[src/rtl/button_clock_source_if.sv]
// Interface bundling the pushbutton input and the three outputs of
// button_clock_source. The slave modport is the design side; the master
// modport is whoever drives the button and observes the outputs.
`timescale 1ns/100ps
interface button_clock_source_if;
    logic button;   // raw, bouncy, asynchronous pushbutton
    logic clean;    // debounced level
    logic pulse;    // one-cycle press strobe
    logic clock;    // slow 50% square wave (data signal)

    modport slave (
        input  button,
        output clean,
        output pulse,
        output clock
    );

    modport master (
        output button,
        input  clean,
        input  pulse,
        input  clock
    );
endinterface

[src/rtl/button_clock_source.sv]
// button_clock_source: debounces the board pushbutton into a clean level
// plus a one-cycle press pulse, and divides clk down into a slow square
// wave. All outputs are registered on clk so a downstream mux can switch
// between them without glitches.
// Optional build macro RELEASE_PULSE_EN: when defined, pulse also fires
// for one cycle when clean returns to 0.
`timescale 1ns/100ps
module button_clock_source #(
    parameter int unsigned STABLE_CNT = 500000,
    parameter int unsigned DIV_CNT    = 25000000,
    parameter int unsigned CNT_W      = 25
) (
    input  logic                   clk,
    input  logic                   reset,
    button_clock_source_if.slave   bus
);

    localparam logic [CNT_W-1:0] STABLE_LAST = CNT_W'(STABLE_CNT - 1);
    localparam logic [CNT_W-1:0] DIV_LAST    = CNT_W'(DIV_CNT - 1);
    localparam logic [CNT_W-1:0] CNT_ONE     = CNT_W'(1);

    typedef enum logic [1:0] {
        ST_LOW    = 2'd0,
        ST_WAIT_H = 2'd1,
        ST_HIGH   = 2'd2,
        ST_WAIT_L = 2'd3
    } state_t;

    logic             s1_q, bs_q;
    state_t           state_q, state_d;
    logic [CNT_W-1:0] cnt_q, cnt_d;
    logic             clean_q, clean_d;
    logic             pulse_q, pulse_d;
    logic [CNT_W-1:0] divcnt_q, divcnt_d;
    logic             clock_q, clock_d;

    // Two-flop synchronizer; only bs_q is seen by the debounce logic.
    always_ff @(posedge clk or posedge reset) begin
        if (reset) begin
            s1_q <= 1'b0;
            bs_q <= 1'b0;
        end else begin
            s1_q <= bus.button;
            bs_q <= s1_q;
        end
    end

    // Debounce next-state: a new level must persist STABLE_CNT cycles in a WAIT state.
    always_comb begin
        state_d = state_q;
        cnt_d   = cnt_q;
        clean_d = clean_q;
        pulse_d = 1'b0;
        case (state_q)
            ST_LOW: begin
                clean_d = 1'b0;
                if (bs_q) begin
                    state_d = ST_WAIT_H;
                    cnt_d   = '0;
                end
            end
            ST_WAIT_H: begin
                clean_d = 1'b0;
                if (!bs_q) begin
                    state_d = ST_LOW;
                    cnt_d   = '0;
                end else if (cnt_q == STABLE_LAST) begin
                    state_d = ST_HIGH;
                    clean_d = 1'b1;
                    pulse_d = 1'b1;
                end else begin
                    cnt_d = cnt_q + CNT_ONE;
                end
            end
            ST_HIGH: begin
                clean_d = 1'b1;
                if (!bs_q) begin
                    state_d = ST_WAIT_L;
                    cnt_d   = '0;
                end
            end
            ST_WAIT_L: begin
                clean_d = 1'b1;
                if (bs_q) begin
                    state_d = ST_HIGH;
                    cnt_d   = '0;
                end else if (cnt_q == STABLE_LAST) begin
                    state_d = ST_LOW;
                    clean_d = 1'b0;
`ifdef RELEASE_PULSE_EN
                    pulse_d = 1'b1;
`else
                    pulse_d = 1'b0;
`endif
                end else begin
                    cnt_d = cnt_q + CNT_ONE;
                end
            end
            default: begin
                state_d = ST_LOW;
                cnt_d   = '0;
                clean_d = 1'b0;
            end
        endcase
    end

    // Debounce state, counter and registered outputs.
    always_ff @(posedge clk or posedge reset) begin
        if (reset) begin
            state_q <= ST_LOW;
            cnt_q   <= '0;
            clean_q <= 1'b0;
            pulse_q <= 1'b0;
        end else begin
            state_q <= state_d;
            cnt_q   <= cnt_d;
            clean_q <= clean_d;
            pulse_q <= pulse_d;
        end
    end

    // Divider next-state: wrap at DIV_CNT-1 and flip the slow clock.
    always_comb begin
        divcnt_d = divcnt_q + CNT_ONE;
        clock_d  = clock_q;
        if (divcnt_q == DIV_LAST) begin
            divcnt_d = '0;
            clock_d  = ~clock_q;
        end
    end

    // Divider registers, independent of the debounce path.
    always_ff @(posedge clk or posedge reset) begin
        if (reset) begin
            divcnt_q <= '0;
            clock_q  <= 1'b0;
        end else begin
            divcnt_q <= divcnt_d;
            clock_q  <= clock_d;
        end
    end

    assign bus.clean = clean_q;
    assign bus.pulse = pulse_q;
    assign bus.clock = clock_q;

endmodule
[src/flat_wrapper.sv]
// flat-port wrapper written by rule: the top's interface ports become plain ports
module button_clock_source_flat 
#(
    parameter int unsigned STABLE_CNT = 500000,
    parameter int unsigned DIV_CNT    = 25000000,
    parameter int unsigned CNT_W      = 25
)
  (clk, reset, bus_button, bus_clean, bus_pulse, bus_clock);
  button_clock_source_if bus_i ();
  input  logic clk;
  input  logic reset;
  input wire logic [$bits(bus_i.button)-1:0] bus_button;
  output wire logic [$bits(bus_i.clean)-1:0] bus_clean;
  output wire logic [$bits(bus_i.pulse)-1:0] bus_pulse;
  output wire logic [$bits(bus_i.clock)-1:0] bus_clock;
  assign bus_i.button = bus_button;
  assign bus_clean = bus_i.clean;
  assign bus_pulse = bus_i.pulse;
  assign bus_clock = bus_i.clock;
  button_clock_source #(.STABLE_CNT(STABLE_CNT), .DIV_CNT(DIV_CNT), .CNT_W(CNT_W)) u_core (.clk(clk), .reset(reset), .bus(bus_i));
endmodule
[config.mk]
export PLATFORM = sky130hd
export DESIGN_NAME = button_clock_source_flat
export DESIGN_NICKNAME = d
export VERILOG_FILES = /design/src/rtl/button_clock_source_if.sv /design/src/rtl/button_clock_source.sv /design/src/flat_wrapper.sv
export SDC_FILE = /design/constraint.sdc
export NUM_CORES = 1
export LEC_CHECK = 0
export BUFFER_PORTS_ARGS = -buffer_cell sky130_fd_sc_hd__buf_2
export CAP_MARGIN = 20
export CORE_UTILIZATION = 65
export CTS_CLUSTER_SIZE = 10
export DETAILED_ROUTE_END_ITERATION = 6
export PLACE_DENSITY = 0.82
export SYNTH_ARGS = -nofsm -noshare
export SYNTH_HDL_FRONTEND = slang
export SYNTH_SLANG_ARGS = --single-unit
[constraint.sdc]
create_clock -name clk -period 3.83 [get_ports clk]
set_input_delay 1.149 -clock clk [delete_from_list [all_inputs] [get_ports clk]]
set_output_delay 1.149 -clock clk [all_outputs]
set_load 0.01 [all_outputs]
==> impl_metrics.csv <==
group,metric,value,unit
power,p_sw,256.6,uW
clocking,cts-buffers-inserted,9,
power,intPower,848.8,uW
route,first_pass_iters,4,
route,wl,5521,um
timing,hold_viol_final,0,
power,power.share.combinational,3.5,%
placed_design,placed_cells,350,
critical_path,crit_buf_inv,0,
timing,rsz0062_at_grt,"no",
timing,tns,0,ns
clocking,clock_latency,0.33,ns
route,ant_nets,0,
timing,layout_min_cycle_time,2.219,ns
clocking,clk_pin_slew,0.06,ns
critical_path,crit_path_cell_trace,"ha_1, nand4_1, nor4_2, nand4_1, o21ba_2, a31oi_1",
global_routing,grt_start_max_net_pins,24,
timing,tightest_slew,0.8861,ns
power,netSwitchingFraction,23.22,%
clocking,cts-root-buf,"clkbuf_8",
min_path,hold_class,"register to register",
power,p_seq_share,55.2,%
global_routing,grt_pass1_wl,9729,um
final_layout,final_area,3136,um2
critical_path,r2r_slack,1.61,ns
critical_path,crit_type,"register to register",
critical_path,cp_common_cell,"nand4_1",
min_path,hp-start,"u_core.s1_q",
placed_design,gp_congestion,0.8161,
placed_design,dp_hpwl,3746,um
critical_path,startpoint,"u_core.cnt_q[0]",
critical_path,required,4.08,ns
clocking,max-clock-path-buffers,2,
synth,yosysWarnings,0,
final_layout,nFillCells,310,
synth,syn_area,2937,um2
timing,slew_headroom,40.43,%
placed_design,placed_area,2979,um2
critical_path,critPathCaptureType,"register",
synth,postSynthCellCount,301,
power,p_clk_share,41.4,%
timing,fin_ws,1.611,ns
placed_design,portBuffers,5,
synth,synth.lib_cells_used.distinct,46,
synth,avgSynthCellArea,9.756,um2
floorplan,core-area,4354,um2
floorplan,io_pins,6,
clocking,htree_levels,3,
timing,post-route-period-util,57.94,%
critical_path,cp-start-kind,"register",
power,leakage,0.001328,uW
synth,ys_seq_area_share,48.57,%
critical_path,cp_slowest_cell,"nor4_2",
floorplan,die_h,69.22,um
final_layout,n_antenna_cell,0,
clocking,post_cts_resized,0,
floorplan,die_x,69.22,um
timing,maxSlewViolCount,0,
route,drcViolationCount,0,
global_routing,overflow,0,
clocking,post_cts_buffers,0,
timing,finClkSkew,0.003554,ns
synth,synth-async-reset-ratio,100.0,%
final_layout,nets,314,
route,vias_per_cell,6.142,
critical_path,max_stage_delay,0.71,ns
synth,synth_top_area_share,48.57,%
floorplan,die_area,4791,um2
route,post_drt_wl_per_cell,15.08,um
synth,synth-main-ff-cell,"dfrtp_1",
floorplan,rows,24,
status,outcome,"complete, no violations",
synth,synth-edff-count,0,
clocking,cts_tree,"yes",
route,num_vias,2248,
synth,synth_nets,306,
critical_path,crit_arrival,2.47,ns
final_layout,area_growth,6.775,%
final_layout,post_layout_nonfiller_instances,366,
critical_path,crit_family,"simple AND/OR/NAND/NOR gates",
global_routing,track_usage,25.75,%
route,first_iter_violations,167,
power,power_density,352.6,nW/um2
synth,yosys_register_bits,57,
final_layout,final_layout_size_suffix_gt1_share,11.46,%
power,vdd.ir_drop.worst,0.0002356,V
critical_path,reg2reg_from,"u_core.cnt_q[0]",
global_routing,antenna_found_initial,0,
clocking,cts.hold.buffers_added,0,
critical_path,critPathMaxFanout,11,
job,drv_cap,0,
placed_design,place_worst_setup_slack,1.624,ns
synth,synth_area_leaders,"dfrtp_1, xnor2_1, o21ai_0, nand2_1, xor2_1",
clocking,cts.sinks,57,
timing,setup-violations-final,0,
timing,fmax,0.4507,GHz
global_routing,grt_pass1_vias,2184,
floorplan,start_util,67.44,%
power,p_total,1105,uW
synth,synth_largest_area_cell,"dfrtp_1",
kinds of logic (layout without fill, tap and decap cells):
logic type | Yosys count | in the layout | synth area share (%)
AND/OR/NAND/NOR | 133 | 133 | 26.20
flip-flops | 57 | 57 | 48.57
AO/OA/AOI/OAI | 56 | 56 | 11.12
XOR/XNOR | 28 | 28 | 8.351
buffers and inverters | 22 | 35 | 3.792
multiplexers | 3 | 3 | 1.108
adder cells (fa/ha/maj) | 2 | 2 | 0.8520
power by group through the flow:
stage / Clock, uW / Sequential (uW) / Combinational (uW)
3_5_place_dp: 0 / 621 / 39.2
5_1_grt: 493 / 610 / 44.4
4_1_cts: 472 / 610 / 39.4
2_1_floorplan: 0 / 620 / 30.4
6_report: 457 / 610 / 38.4
3_3_place_gp: 0 / 620 / 38.4
layer usage:
layer	vias up	track usage (%)	part of all wire (%)
met4	0	12.93	1.6
met5	-	0	0
met3	12	7.122	4.1
met2	50	40.88	49
li1	1098	-	-
met1	1088	32.47	45
synthesized netlist by cell type (all sizes together) (2+ instances only):
| cell type | instances |
|---|---|
| a21oi | 7 |
| a31oi | 8 |
| and2 | 4 |
| and3 | 5 |
| and4 | 7 |
| buf | 8 |
| clkbuf | 3 |
| dfrtp | 57 |
| ha | 2 |
| inv | 11 |
| mux2 | 2 |
| nand2 | 32 |
| nand2b | 3 |
| nand3 | 18 |
| nand4 | 12 |
| nand4b | 3 |
| nor2 | 24 |
| nor2b | 2 |
| nor3 | 7 |
| nor3b | 2 |
| nor4 | 9 |
| nor4b | 2 |
| o21ai | 30 |
| o22ai | 3 |
| o31ai | 5 |
| xnor2 | 18 |
| xor2 | 10 |
cells in the final DEF, fill, tap and decap left out, types with 2 or more instances in the layout:
| cell type | Yosys | routed |
|---|---|---|
| a21oi_1 | 7 | 7 |
| a31oi_1 | 8 | 8 |
| and2_1 | 4 | 4 |
| and3_1 | 5 | 5 |
| and4_1 | 7 | 7 |
| buf_2 | 4 | 5 |
| buf_4 | 2 | 3 |
| clkbuf_1 | 2 | 4 |
| clkbuf_8 | 0 | 9 |
| clkinv_2 | 0 | 2 |
| dfrtp_1 | 57 | 57 |
| ha_1 | 2 | 2 |
| inv_1 | 11 | 10 |
| mux2_2 | 2 | 2 |
| nand2_1 | 31 | 31 |
| nand2b_1 | 3 | 3 |
| nand3_1 | 17 | 17 |
| nand4_1 | 10 | 10 |
| nand4_2 | 2 | 2 |
| nand4b_1 | 2 | 2 |
| nor2_1 | 23 | 23 |
| nor2b_1 | 2 | 2 |
| nor3_1 | 7 | 7 |
| nor3b_1 | 2 | 2 |
| nor4_1 | 6 | 6 |
| nor4_4 | 2 | 2 |
| nor4b_1 | 2 | 2 |
| o21ai_0 | 27 | 27 |
| o21ai_2 | 2 | 2 |
| o22ai_1 | 3 | 3 |
| o31ai_1 | 5 | 5 |
| xnor2_1 | 18 | 18 |
| xor2_1 | 10 | 10 |
worst paths after layout:
kind / end / depth (start not counted)
max: u_core.cnt_q[24] / 6
min: u_core.bs_q / 0
max reg2reg: u_core.cnt_q[24] / 6
min reg2reg: u_core.bs_q / 0
max in group asynchronous: u_core.cnt_q[7] / 3
min in group asynchronous: u_core.divcnt_q[3] / 2
worst register-to-register path, stage by stage (launching register included):
cell,delay [ns]
dfrtp_1,0.43
ha_1,0.22
nand4_1,0.19
nor4_2,0.71
nand4_1,0.21
o21ba_2,0.25
a31oi_1,0.13
layout make-up:
cell class	instances	area, um2	area share [%]
clock buffer	13	138.9	4.429
clock inverter	3	17.52	0.5587
inverter	11	41.29	1.317
multi-input combinational	222	1399	44.61
sequential	57	1426	45.49
tap	52	65.06	2.075
timing repair buffer	8	47.55	1.516
state kept, by name, summed over array words and instances (netlist names), named ones only:
name and cells:
u_core.divcnt_q 25, u_core.bus.clock 1, u_core.cnt_q 25, u_core.bus.clean 1, u_core.state_q 1, u_core.bus.pulse 1
u_core.s1_q 1, u_core.bs_q 1
through the flow:
step	utilization, %	hold WS, ns
floorplan	-	0.3312
global placement	68.42	0.3329
detailed placement	68.42	0.3362
CTS	72.01	0.3505
global route	72.01	0.3735
finish	72.01	0.3493
Note: power is estimated with default switching activity, not from simulation.
